File: src/rtl/serdes_8b10b_pkg.sv
`default_nettype none
// ---------------------------------------------------------------------------
// serdes_8b10b_pkg : constants and helpers shared by the 8b/10b transmit path
// Revision: 1.0
// ---------------------------------------------------------------------------
package serdes_8b10b_pkg;

  localparam int SYM_W    = 10;
  localparam int GB_BUF_W = 20;
  localparam int GB_CNT_W = $clog2(GB_BUF_W + 1);

  function automatic logic [SYM_W-1:0] bit_rev(input logic [SYM_W-1:0] sym);
    logic [SYM_W-1:0] r;
    r = '0;
    for (int i = 0; i < SYM_W; i++) begin
      r[i] = sym[SYM_W-1-i];
    end
    return r;
  endfunction

endpackage
`default_nettype wire

File: src/rtl/tx_gearbox_10b.sv
`default_nettype none
// ---------------------------------------------------------------------------
// tx_gearbox_10b : 10-bit code groups to a gap-free OUT_W-bit lane stream
// Macro TX_GEARBOX_MSB_FIRST_EN: send in_data[9] first instead of bit 0.
// Revision: 1.0
// ---------------------------------------------------------------------------
module tx_gearbox_10b
  import serdes_8b10b_pkg::*;
#(
  parameter int OUT_W  = 1,
  parameter int UCNT_W = 16
) (
  input  logic              clk,
  input  logic              rst_n,
  input  logic [SYM_W-1:0]  in_data,
  input  logic              in_valid,
  output logic              in_ready,
  output logic [OUT_W-1:0]  ser_out,
  output logic              ser_valid,
  output logic              underrun,
  output logic [UCNT_W-1:0] underrun_cnt
);

  generate
    if (OUT_W < 1 || OUT_W > SYM_W) begin : g_bad_out_w
      $error("tx_gearbox_10b: OUT_W must be in 1..10");
    end
  endgenerate

  localparam logic [GB_CNT_W-1:0] c_out_w = GB_CNT_W'(OUT_W);
  localparam logic [GB_CNT_W-1:0] c_sym_w = GB_CNT_W'(SYM_W);
  localparam logic [GB_CNT_W-1:0] c_buf_w = GB_CNT_W'(GB_BUF_W);

  logic [GB_BUF_W-1:0] buf_q, buf_d;
  logic [GB_CNT_W-1:0] cnt_q, cnt_d;
  logic                started_q, started_d;
  logic [OUT_W-1:0]    ser_out_q, ser_out_d;
  logic                ser_valid_q, ser_valid_d;
  logic                underrun_q, underrun_d;
  logic [UCNT_W-1:0]   ucnt_q, ucnt_d;

  logic                w_take;
  logic                w_accept;
  logic [GB_CNT_W-1:0] w_rem;
  logic [SYM_W-1:0]    w_sym;
  logic [GB_BUF_W-1:0] w_shifted;
  logic [GB_BUF_W-1:0] w_ins;

`ifdef TX_GEARBOX_MSB_FIRST_EN
  assign w_sym = bit_rev(in_data);
`else
  assign w_sym = in_data;
`endif

  // Ready looks at the post-take fill level so take and accept can overlap.
  assign w_take    = (cnt_q >= c_out_w);
  assign w_rem     = w_take ? (cnt_q - c_out_w) : cnt_q;
  assign in_ready  = rst_n && (w_rem <= c_sym_w);
  assign w_accept  = in_valid && in_ready;
  assign w_shifted = w_take ? (buf_q >> OUT_W) : buf_q;
  assign w_ins     = {{(GB_BUF_W-SYM_W){1'b0}}, w_sym} << w_rem;

  always_comb begin
    buf_d       = w_shifted;
    cnt_d       = w_rem;
    started_d   = started_q;
    if (w_accept) begin
      buf_d     = w_shifted | w_ins;
      cnt_d     = w_rem + c_sym_w;
      started_d = 1'b1;
    end
    ser_out_d   = w_take ? buf_q[OUT_W-1:0] : '0;
    ser_valid_d = w_take;
    underrun_d  = started_q && !w_take;
    ucnt_d      = ucnt_q;
    if (underrun_d && (ucnt_q != {UCNT_W{1'b1}})) begin
      ucnt_d = ucnt_q + UCNT_W'(1);
    end
  end

  always_ff @(posedge clk) begin
    if (!rst_n) begin
      buf_q       <= '0;
      cnt_q       <= '0;
      started_q   <= 1'b0;
      ser_out_q   <= '0;
      ser_valid_q <= 1'b0;
      underrun_q  <= 1'b0;
      ucnt_q      <= '0;
    end else begin
      buf_q       <= buf_d;
      cnt_q       <= cnt_d;
      started_q   <= started_d;
      ser_out_q   <= ser_out_d;
      ser_valid_q <= ser_valid_d;
      underrun_q  <= underrun_d;
      ucnt_q      <= ucnt_d;
    end
  end

  always_ff @(posedge clk) begin
    if (rst_n) begin
      assert (cnt_q <= c_buf_w);
    end
  end

  assign ser_out      = ser_out_q;
  assign ser_valid    = ser_valid_q;
  assign underrun     = underrun_q;
  assign underrun_cnt = ucnt_q;

endmodule
`default_nettype wire
File: config.mk
export PLATFORM = sky130hd
export DESIGN_NAME = tx_gearbox_10b
export DESIGN_NICKNAME = d
export VERILOG_FILES = /design/src/rtl/serdes_8b10b_pkg.sv /design/src/rtl/tx_gearbox_10b.sv
export SDC_FILE = /design/constraint.sdc
export NUM_CORES = 1
export LEC_CHECK = 0
export ABC_AREA = 1
export CORE_MARGIN = 1
export CORE_UTILIZATION = 60
export CTS_BUF_LIST = sky130_fd_sc_hd__clkbuf_8
export CTS_CLUSTER_SIZE = 40
export DETAILED_ROUTE_END_ITERATION = 8
export GPL_ROUTABILITY_DRIVEN = 1
export PLACE_DENSITY = 0.85
export SYNTH_ARGS = -nofsm -noshare
export SYNTH_HDL_FRONTEND = slang
export SYNTH_SLANG_ARGS = --single-unit
File: constraint.sdc
create_clock -name clk -period 4.1 [get_ports clk]
set_input_delay 1.23 -clock clk [delete_from_list [all_inputs] [get_ports clk]]
set_output_delay 1.23 -clock clk [all_outputs]
set_load 0.1 [all_outputs]
# After elaboration in Yosys (flattened, before gate mapping)
# Index checks and enable logic that the tools add are counted.
# word_totals
reg_bits	45
input_bits	13
output_inout_bits	20
word_cells	25
# classes
add_sub_neg	3
order_cmp	2
eq_ne	1
shifts	1
mux	4
bitwise	1
n_reduce_logical	6
# ops
cell	count
2-to-1 mux 20 bit	2
OR 20 bit	1
<< shifter 10 x 5 -> 20 bit	1
adder 16 x 1 -> 16 bit (second input constant)	1
!= test 16 bit (second input constant)	1
2-to-1 mux 5 bit	2
adder 5 x 4 -> 5 bit (second input constant)	1
>= comparator 5 x 1 -> 1 bit (second input constant)	1
less-or-equal comparator 5 x 4 -> 1 bit (second input constant)	1
subtractor 5 x 1 -> 5 bit (second input constant)	1
logical AND 1 bit	4
AND reduction 2 bit	1
logical NOT 1 bit	1

# Logic depth before layout (Yosys ltp)
# logic_depth
depth_word	6
depth_mapped	16
depth_no_buf	15

# Worst setup path after synthesis
# No wires, ideal clock.
# synth_timing
path_type	input -> output
start	input port rst_n
end	output port in_ready
arrival_ps	2079
required_ps	2870
path_slack_ps	791
cell_stages	4
n_path_buf	0
path_cell_list	inv_1 a21oi_4 nand2_1 inv_1
# synth_between
elab_chain_cells	1
# synth_rtl
item	line	rtl
start, declared	tx_gearbox_10b.sv:14	input logic rst_n,
logical AND 1 bit	tx_gearbox_10b.sv:58	assign in_ready = rst_n && (w_rem <= c_sym_w);
end, declared	tx_gearbox_10b.sv:17	output logic in_ready,
# Every way passes these cells.

# Worst setup path in the final report
# Ends and elaborated chain as after synthesis.

==> impl_metrics.csv <==
group,metric,value,unit
grt,grt_use_met3,5.10,%
grt,antenna_found_initial,0,
power_and_ir_drop,internal_power,1.15,mW
route,vias,2730,
power_and_ir_drop,finalPower,2.58,mW
worst_hold_path,min_to,"ser_out$_SDFF_PN0_",
critical_path,worstSetupPathType,"in -> out",
yosys,async_flop_share,0,%
clock_network,clk_pin_slew,0.09,ns
run,max-cap-violations,0,
timing,min_period,3.51,ns
finish,n_antenna_cell,0,
critical_path,critPathMaxStageDelay,0.48,ns
finish,nets,456,
die,ioPinCount,33,
die,die_h,68.9,um
yosys,synth_fp_nets,432,
timing,finalSetupViolations,0,
power_and_ir_drop,switching_share,55.2,%
critical_path,crit_arrival,2.28,ns
timing,hold_violations,0,
yosys,syn_inst,416,
placed_design,dp_hpwl,4800,um
route,antenna_left,0,
power_and_ir_drop,power.switching,1.42,mW
finish,areaGrowthSynthToFinish,14.6,%
critical_path,r2r-end,"buf_q[13]$_SDFF_PN0_",
critical_path,cp_max_fo,2,
critical_path,critPathCaptureType,"output port",
critical_path,rr_startpoint,"cnt_q[1]$_SDFF_PN0_",
yosys,avgSynthCellArea,6.46,um2
grt,grt_use_met1,39.5,%
timing,rsz0062_at_grt,"false",
die,core_area,4140,um2
route,routedWlPerCell,13.0,um
timing,setup-tns-final,0,ns
grt,grt_max_degree,46,
yosys,yosys-top-cells-count,"nand2_1, nand3_1, dfxtp_1",
die,start_util,64.9,%
yosys,synth_edf_count,0,
worst_hold_path,whs_path_depth,2,
critical_path,worstSetupStartpointType,"primary input",
clock_network,htreeDepth,2,
clock_network,clock_latency,0.30,ns
die,die_x,68.9,um
grt,grt_pass1_wl,10700,um
power_and_ir_drop,vdd_drop_max,0.643,mV
clock_network,holdBufCountCts,0,
clock_network,cts_buffers,5,
clock_network,cts_resized,0,
grt,grt-busiest-layer,"met2",
route,finalWirelength,6390,um
grt,track_usage,30.2,%
timing,maxSlewViolCount,0,
critical_path,path_cells,"clkdlybuf4s50_1, inv_1, a21oi_4, nand2_1, inv_1, buf_12",
clock_network,cts_setup_buffers,0,
worst_hold_path,hold_start,"buf_q[0]$_SDFF_PN0_",
yosys,synth_top_area_cell,"dfxtp_1",
timing,clock_skew,0.0127,ns
grt,grt_use_met2,49.5,%
finish,drive_gt1_share,6.58,%
critical_path,cp.required,2.87,ns
yosys,ys_ff_latch,45,
finish,finalCoreUtilization,74.3,%
critical_path,rr_worst_depth,12,
yosys,synth_ff_type,"dfxtp_1",
clock_network,clock-sinks,45,
outcome,status,"finished clean",
clock_network,cts_max_path_buffers,2,
timing,whs,0.445,ns
timing,finalCritPeriodShare,85.7,%
critical_path,r2r_slack,1.60,ns
power_and_ir_drop,sequentialPowerShare,22.8,%
timing,worst_slew_pin_slew,0.981,ns
worst_hold_path,hold_path_class,"reg -> reg",
yosys,synthTopCellsByArea,"dfxtp_1, nand2_1, nand3_1, inv_1, a21oi_1",
critical_path,cp_common_cell,"inv_1",
timing,max_freq,285,MHz
grt,overflow,0,
yosys,syn_area,2690,um2
yosys,yosysMostFrequentCell,"nand2_1",
route,via_per_inst,5.56,
timing,slew_headroom,34.4,%
yosys,ys_seq_area_share,33.5,%
power_and_ir_drop,leakagePower,1.26,nW
placed_design,io_buffers,32,
route,drt_iter0_markers,184,
placed_design,gp_congestion,0.912,
yosys,yosysWarnings,0,
die,dieArea,4750,um2
yosys,synth.distinct_cells,36,
clock_network,root_buffer,"clkbuf_8",
placed_design,post-place-ws,0.590,ns
yosys,synth_top_area_share,33.5,%
timing,fin_ws,0.586,ns
die,row_count,23,
power_and_ir_drop,p_clk_share,10.8,%
power_and_ir_drop,powerDensity,836,nW/um2
critical_path,crit_path_start,"rst_n",
grt,first_global_vias,2378,
power_and_ir_drop,power_frac_comb,66.4,%
route,drtPass1Iterations,8,
route,remaining_drc_errors,0,
critical_path,slowest_stage,"clkdlybuf4s50_1",
clock_network,cts_tree,"built",
## sequential cells by signal, indices dropped and copies added (netlist names)
signal	flops
ser_valid	1
cnt_q	5
underrun	1
buf_q	20
started_q	1
underrun_cnt	16
ser_out	1
## worst max path at each step
| stage | endpoint | slack, ns |
|---|---|---|
| finish | in_ready | 0.59 |
| global route | in_ready | 0.54 |
| CTS | in_ready | 0.58 |
| detailed placement | in_ready | 0.59 |
| global placement | in_ready | 0.61 |
| floorplan | in_ready | 0.79 |
## worst max-delay path, delay by kind of cell
kind | cells | cell delay, ns
buffers and inverters | 4 | 0.83
AO/OA/AOI/OAI | 1 | 0.15
AND/OR/NAND/NOR | 1 | 0.07
## layout make-up
| type | instances | area (um2) |
|---|---|---|
| repair buffers | 35 | 353 |
| inverters | 46 | 173 |
| clock inverters | 3 | 21.3 |
| clock buffers | 5 | 68.8 |
| fillers | 379 | 1060 |
| flip-flops and latches | 45 | 901 |
| multi-input cells | 307 | 1500 |
| well taps | 50 | 62.6 |
## cells in the final DEF (no fill, tap or decap), types with 3 or more instances in the layout
cell type and count:
nand2_2 3, inv_1 42, xor2_1 5, nand4_1 3, clkbuf_8 5, inv_2 3, nor4_1 4, dfxtp_1 45
o21ai_1 4, nor2_1 31, o21ai_0 22, nor2_2 3, nand2_1 118, ha_1 3, buf_4 3, nand3_1 50
a21oi_1 30, a31oi_1 4, clkdlybuf4s50_1 31, nor3_1 8
## through the flow
stage          area (um2)  cells
6_report             3080    491
5_1_grt              3080    491
4_1_cts              3080    491
3_5_place_dp         2990    483
3_3_place_gp         2990    483
2_1_floorplan        2690    416
## routing by layer
layer / share of wire (%) / wire (um)
met2: 47 / 3000
met1: 46 / 2940
met4: 2.1 / 132
met5: 0 / 0
met3: 5.0 / 320
## logic make-up after synthesis
group | synth area share (%)
and+or+nand+nor | 38.1
muxes | 0.745
AOI/OAI and AO/OA | 13.7
adders and majority gates | 1.40
buffers and inverters | 10.6
DFF | 33.5
xor gates and xnor gates | 1.96
## power groups by stage
stage,combinational [mW],clock (mW),sequential (mW)
5_1_grt,1.90,0.304,0.596
4_1_cts,1.69,0.283,0.586
3_5_place_dp,1.68,0,0.596
3_3_place_gp,1.65,0,0.591
6_report,1.71,0.279,0.587
2_1_floorplan,1.33,0,0.647
(Power assumes the default switching activity.)
